**config.mk**
```make
export PLATFORM = sky130hd
export DESIGN_NAME = hazard_detect_unit
export DESIGN_NICKNAME = d
export VERILOG_FILES = /design/src/rtl/hazard_detect_unit_pkg.sv /design/src/rtl/hazard_detect_unit_sat_counter.sv /design/src/rtl/hazard_detect_unit.sv
export SDC_FILE = /design/constraint.sdc
export NUM_CORES = 1
export LEC_CHECK = 0
export CAP_MARGIN = 25
export CORE_MARGIN = 2
export CORE_UTILIZATION = 53
export DETAILED_ROUTE_END_ITERATION = 7
export GPL_TIMING_DRIVEN = 0
export PLACE_DENSITY = 0.87
export SYNTH_ARGS = -nofsm -noshare
export SYNTH_HDL_FRONTEND = slang
export SYNTH_SLANG_ARGS = --single-unit
export TNS_END_PERCENT = 1
```
**constraint.sdc**
```tcl
create_clock -name clk -period 5.6 [get_ports clk]
set_input_delay 0.84 -clock clk [delete_from_list [all_inputs] [get_ports clk]]
set_output_delay 0.84 -clock clk [all_outputs]
set_load 0.02 [all_outputs]
```
**src/rtl/hazard_detect_unit_pkg.sv**
```systemverilog
// Shared pipeline definitions: hazard FSM encodings, perf-counter width, ALU source selects.
// Latency: n/a (types and constants only).
// Backpressure: n/a.
package hazard_detect_unit_pkg;

    localparam int CNT_W = 16;
    localparam logic [CNT_W-1:0] CNT_MAX = '1;

    // Encodings are architecturally visible on HazState; code 3 is never entered deliberately.
    typedef enum logic [1:0] {
        HZ_RUN      = 2'd0,
        HZ_LU_STALL = 2'd1,
        HZ_BR_FLUSH = 2'd2,
        HZ_UNUSED   = 2'd3
    } haz_state_t;

    // ALU operand-B source select used by the EX stage.
    typedef enum logic [1:0] {
        ALU_SRC_REG   = 2'd0,
        ALU_SRC_IMM   = 2'd1,
        ALU_SRC_SHAMT = 2'd2,
        ALU_SRC_PC4   = 2'd3
    } alu_src_t;

endpackage

```
**src/rtl/hazard_detect_unit_sat_counter.sv**
```systemverilog
// Saturating 16-bit event counter with synchronous clear (clear beats increment).
// Latency: q updates on the clock edge after inc/clr; async active-high reset to 0.
// Backpressure: none; holds at all-ones instead of wrapping.
// Ports: clk, rst, clr (sync clear), inc (count enable), q (count value).
module sat_counter_16
    import hazard_detect_unit_pkg::*;
(
    input  logic             clk,
    input  logic             rst,
    input  logic             clr,
    input  logic             inc,
    output logic [CNT_W-1:0] q
);

    always_ff @(posedge clk or posedge rst) begin
        if (rst) begin
            q <= '0;
        end else if (clr) begin
            q <= '0;
        end else if (inc && (q != CNT_MAX)) begin
            q <= q + 1'b1;
        end
    end

endmodule

```
**src/rtl/hazard_detect_unit.sv**
```systemverilog
// Pipeline hazard unit: load-use stall, branch/jump flush, external freeze, perf counters.
// Latency: write-enable/flush outputs are combinational (zero cycle); HazState and counters registered.
// Backpressure: Stall_Req freezes PC and IF/ID and holds the FSM until released.
// Ports: IF/ID sources (Rs/Rt/UsesRt), ID/EX dest + MemRead, Jump_ID, BranchTaken_Ex_Mem,
//        Stall_Req, Cnt_Clr in; PCWr, IF_ID_Wr, three flushes, HazState, three 16-bit counters out.
module hazard_detect_unit
    import hazard_detect_unit_pkg::*;
(
    input  logic             clk,
    input  logic             rst,
    input  logic [4:0]       Rs_IF_ID,
    input  logic [4:0]       Rt_IF_ID,
    input  logic             UsesRt_IF_ID,
    input  logic [4:0]       RegTarget_ID_EX,
    input  logic             MemRead_ID_EX,
    input  logic             Jump_ID,
    input  logic             BranchTaken_Ex_Mem,
    input  logic             Stall_Req,
    input  logic             Cnt_Clr,
    output logic             PCWr,
    output logic             IF_ID_Wr,
    output logic             IF_ID_Flush,
    output logic             ID_EX_Flush,
    output logic             Ex_Mem_Flush,
    output logic [1:0]       HazState,
    output logic [CNT_W-1:0] LoadStall_Cnt,
    output logic [CNT_W-1:0] Flush_Cnt,
    output logic [CNT_W-1:0] Freeze_Cnt
);

    haz_state_t state;
    haz_state_t state_nxt;
    logic       load_use;
    logic       inc_ls;
    logic       inc_fl;
    logic       inc_fz;

    // $0 is hardwired zero, so a load targeting it never creates a dependency.
    assign load_use = MemRead_ID_EX && (RegTarget_ID_EX != 5'd0) &&
                      ((RegTarget_ID_EX == Rs_IF_ID) ||
                       (UsesRt_IF_ID && (RegTarget_ID_EX == Rt_IF_ID)));

    // Priority chain: freeze > taken branch > jump > load-use > normal flow.
    // Every non-frozen cycle returns to RUN unless a new event sets otherwise,
    // which makes LU_STALL/BR_FLUSH last exactly one unfrozen cycle.
    always_comb begin
        PCWr         = 1'b1;
        IF_ID_Wr     = 1'b1;
        IF_ID_Flush  = 1'b0;
        ID_EX_Flush  = 1'b0;
        Ex_Mem_Flush = 1'b0;
        state_nxt    = HZ_RUN;
        inc_ls       = 1'b0;
        inc_fl       = 1'b0;
        inc_fz       = 1'b0;
        if (Stall_Req) begin
            PCWr      = 1'b0;
            IF_ID_Wr  = 1'b0;
            state_nxt = (state == HZ_UNUSED) ? HZ_RUN : state;
            inc_fz    = 1'b1;
        end else if (BranchTaken_Ex_Mem) begin
            IF_ID_Flush  = 1'b1;
            ID_EX_Flush  = 1'b1;
            Ex_Mem_Flush = 1'b1;
            state_nxt    = HZ_BR_FLUSH;
            inc_fl       = 1'b1;
        end else if (Jump_ID) begin
            IF_ID_Flush = 1'b1;
            inc_fl      = 1'b1;
        end else if (load_use && (state == HZ_RUN)) begin
            // Hold PC and IF/ID, inject one bubble into ID/EX.
            PCWr        = 1'b0;
            IF_ID_Wr    = 1'b0;
            ID_EX_Flush = 1'b1;
            state_nxt   = HZ_LU_STALL;
            inc_ls      = 1'b1;
        end
    end

    always_ff @(posedge clk or posedge rst) begin
        if (rst) begin
            state <= HZ_RUN;
        end else begin
            state <= state_nxt;
        end
    end

    assign HazState = state;

    sat_counter_16 u_ls_cnt (
        .clk (clk),
        .rst (rst),
        .clr (Cnt_Clr),
        .inc (inc_ls),
        .q   (LoadStall_Cnt)
    );

    sat_counter_16 u_fl_cnt (
        .clk (clk),
        .rst (rst),
        .clr (Cnt_Clr),
        .inc (inc_fl),
        .q   (Flush_Cnt)
    );

    sat_counter_16 u_fz_cnt (
        .clk (clk),
        .rst (rst),
        .clr (Cnt_Clr),
        .inc (inc_fz),
        .q   (Freeze_Cnt)
    );

endmodule

```
==> summary.txt <==
status: finished clean
die area: 6120 sq um
most area-consuming cells after synthesis: dfrtp_1 (43%), xnor2_1 (5.4%), xor2_1 (4.8%)
Antenna Cells: 0
post-DR vias/cell: 5.93
syn avg cell area: 9.27 sq um
H-tree depth: 2
vias in the first global route: 2598
drt drc: 0
GRT Overall Usage: 24.5%
Yosys warning count: 0
first drt pass iteration count: 4
crit path cell chain: clkdlybuf4s50_1 > xor2_1 > nor4_1 > a32oi_1 > buf_2 > buf_2 > nor3_1 > nor2_1 > buf_4 > clkdlybuf4s50_1
combinational power share: 11.9%
Crit. End Element: output pin
IO buf count: 76
Final Max Tran Viols: 0
Root Driver: clkbuf_8
dpl cells: 464
initial antenna violation count: 0
headroom to the max-slew limit: 45.1%
# hold bufs at CTS: 0
Netlist cell types: 45
final-layout fill cell count: 434
Routed WL: 7290 um
critical path data arrival time: 3440 ps
Clock power frac: 33.2%
Highest Clock Rate: 0.234 GHz
setup TNS: 0 ps
Hold Vio Cnt, Final: 0
top-area cell type share of the netlist area: 42.9%
ANT nets after route: 0
CTS tree: built
leakage: 1.42 nW
clk_lat worst skew: 310 ps
CTS Buffer Depth: 2
most frequent cell after synthesis: dfrtp_1
Clock transition at path regs: 90 ps
crit path time final: 4280 ps
Worst-Margin Slew: 817 ps
sequential share of power: 54.9%
final RePlAce weighted congestion: 0.900
CTS resizes: 0
largest net degree at the start of global routing: 27
IR drop worst, VDD: 0.153 mV
Pwr Density: 173 nW/um^2
# Max-Cap Violations: 0
Synth Register Bits: 50
WL/cell: 15.5 um
startpoint types: input pin
register cell area after layout: 1250 sq um
Post-Layout Cell Count: 472
grt total ovfl: 0
die height: 78.2 um
cells after synthesis: 315
Mapped Nets: 341
EDFF count, synth: 0
crit path max fanout: 10
Layout Area Growth over Synthesis: 33.1%
register area share after synthesis: 42.9%
Setup CP Type: input pin to output pin
via count: 2799
DRT iter0 DRCs: 147
slowest stage delay, CP: 590 ps
core area: 5410 sq um
nets: 425
row count: 27
fin crit share: 76.4%
# IOs: 78
Final HPWL DP: 5390 um
Synth Flop Type: dfrtp_1
# clock sinks: 50
sw frac: 25.2%
first-pass GRT wire length: 12200 um
Post-CTS Repair Setup Buffers: 0
Internal: 0.503 mW
most common library cells after synthesis: dfrtp_1 (50), nor2_1 (35), nand2_1 (20)
cts bufs inserted: 5
post-synth top area cell: dfrtp_1
sw power: 0.170 mW
die width: 78.2 um
Starting Density: 54.0%
slowest CP cell: clkdlybuf4s50_1
synthesized area: 2920 sq um
HP Class: register to register
# setup viols final: 0
Max Clock Skew: 8.94 ps
RSZ-0062 raised after global routing: no
layout cells sized above 1: 5.00%
required time at the worst-slack endpoint: 4760 ps
Multi-input gate area: 1570 sq um
Async SR Flop Fraction: 100%
## registers in the layout, summed over array words and instances (netlist names)
signal      count
HazState        2
u_fl_cnt.q     16
u_fz_cnt.q     16
u_ls_cnt.q     16
## layout by cell type, fill, tap and decap left out, drive strengths merged, types with 2 or more instances in the layout
master / n
nor4: 7
nand2: 20
nor3: 11
or4: 13
nand4: 10
mux2i: 2
o2111ai: 2
nor2: 35
clkbuf: 18
or3: 5
and3: 5
buf: 6
xnor2: 18
a211oi: 5
inv: 7
clkdlybuf4s50: 76
o211ai: 6
o31ai: 11
mux2: 3
nor3b: 4
o21ai: 10
and2: 3
ha: 3
xor2: 16
a21oi: 18
nor4b: 2
nand3: 10
nor2b: 5
and4: 7
dfrtp: 50
## routing by layer
metal / vias up / share of wire (%) / wire (um) / global-route usage [%]
li1: 1330 / - / - / -
met1: 1364 / 43 / 3150 / 33.4
met2: 98 / 51 / 3710 / 40.9
met3: 7 / 4.9 / 360 / 3.33
met4: 0 / 0.99 / 72 / 7.19
met5: - / 0 / 0 / 0
## per-stage QoR
step           util (%)  hold slack [ps]  power [mW]  cell area, sq um  worst slack [ps]
6_report           71.9              551       0.673              3880              1320
4_1_cts            71.9              556       0.679              3880              1310
2_1_floorplan         -              618       0.415              2920              2430
5_1_grt            71.9              582       0.699              3880              1120
3_5_place_dp       70.1              534       0.458              3790              1310
3_3_place_gp       69.7              524       0.454              3770              1300
## area by class of cell
class | instances | area share (%)
multi-input cells | 243 | 40.5
well taps | 72 | 2.32
clock buffers | 7 | 2.22
plain buffers | 16 | 1.84
inverters | 6 | 0.580
flip-flops and latches | 50 | 32.2
repair buffers | 77 | 20.1
clock inverters | 1 | 0.225
## worst paths after layout
check | startpoint | end | slack, ps | cells after the start
max | RegTarget_ID_EX[0] | PCWr | 1320 | 10
min | HazState[1]$_DFFE_PP0P_ | HazState[0]$_DFFE_PP0P_ | 550 | 1
max reg2reg | u_ls_cnt.q[0]$_DFFE_PP0P_ | u_ls_cnt.q[4]$_DFFE_PP0P_ | 3340 | 7
min in group asynchronous | rst | u_fz_cnt.q[8]$_DFFE_PP0P_ | 900 | 2
min reg2reg | HazState[1]$_DFFE_PP0P_ | HazState[0]$_DFFE_PP0P_ | 550 | 1
max in group asynchronous | rst | u_ls_cnt.q[0]$_DFFE_PP0P_ | 4180 | 3
## power groups by stage
stage	clock (mW)	combinational [mW]	sequential (mW)
floorplan	0	0.0356	0.380
global placement	0	0.0773	0.376
detailed placement	0	0.0813	0.377
CTS	0.228	0.0816	0.369
global route	0.241	0.0880	0.370
finish	0.223	0.0803	0.369
## cells by family after synthesis
family	count (synthesis)	share of synthesized area (%)
mux	5	1.84
buf+inv	22	3.21
compound gates	61	14.1
xor+xnor	34	10.2
fa+ha+maj	3	1.29
simple gates	140	26.5
flops	50	42.9
## critical path, delay by kind of cell
family                 cells  cell delay, ps
buffers and inverters      5            1810
AO/OA/AOI/OAI              1             340
XOR/XNOR                   1             170
AND/OR/NAND/NOR            3             270
(Power assumes the default switching activity.)
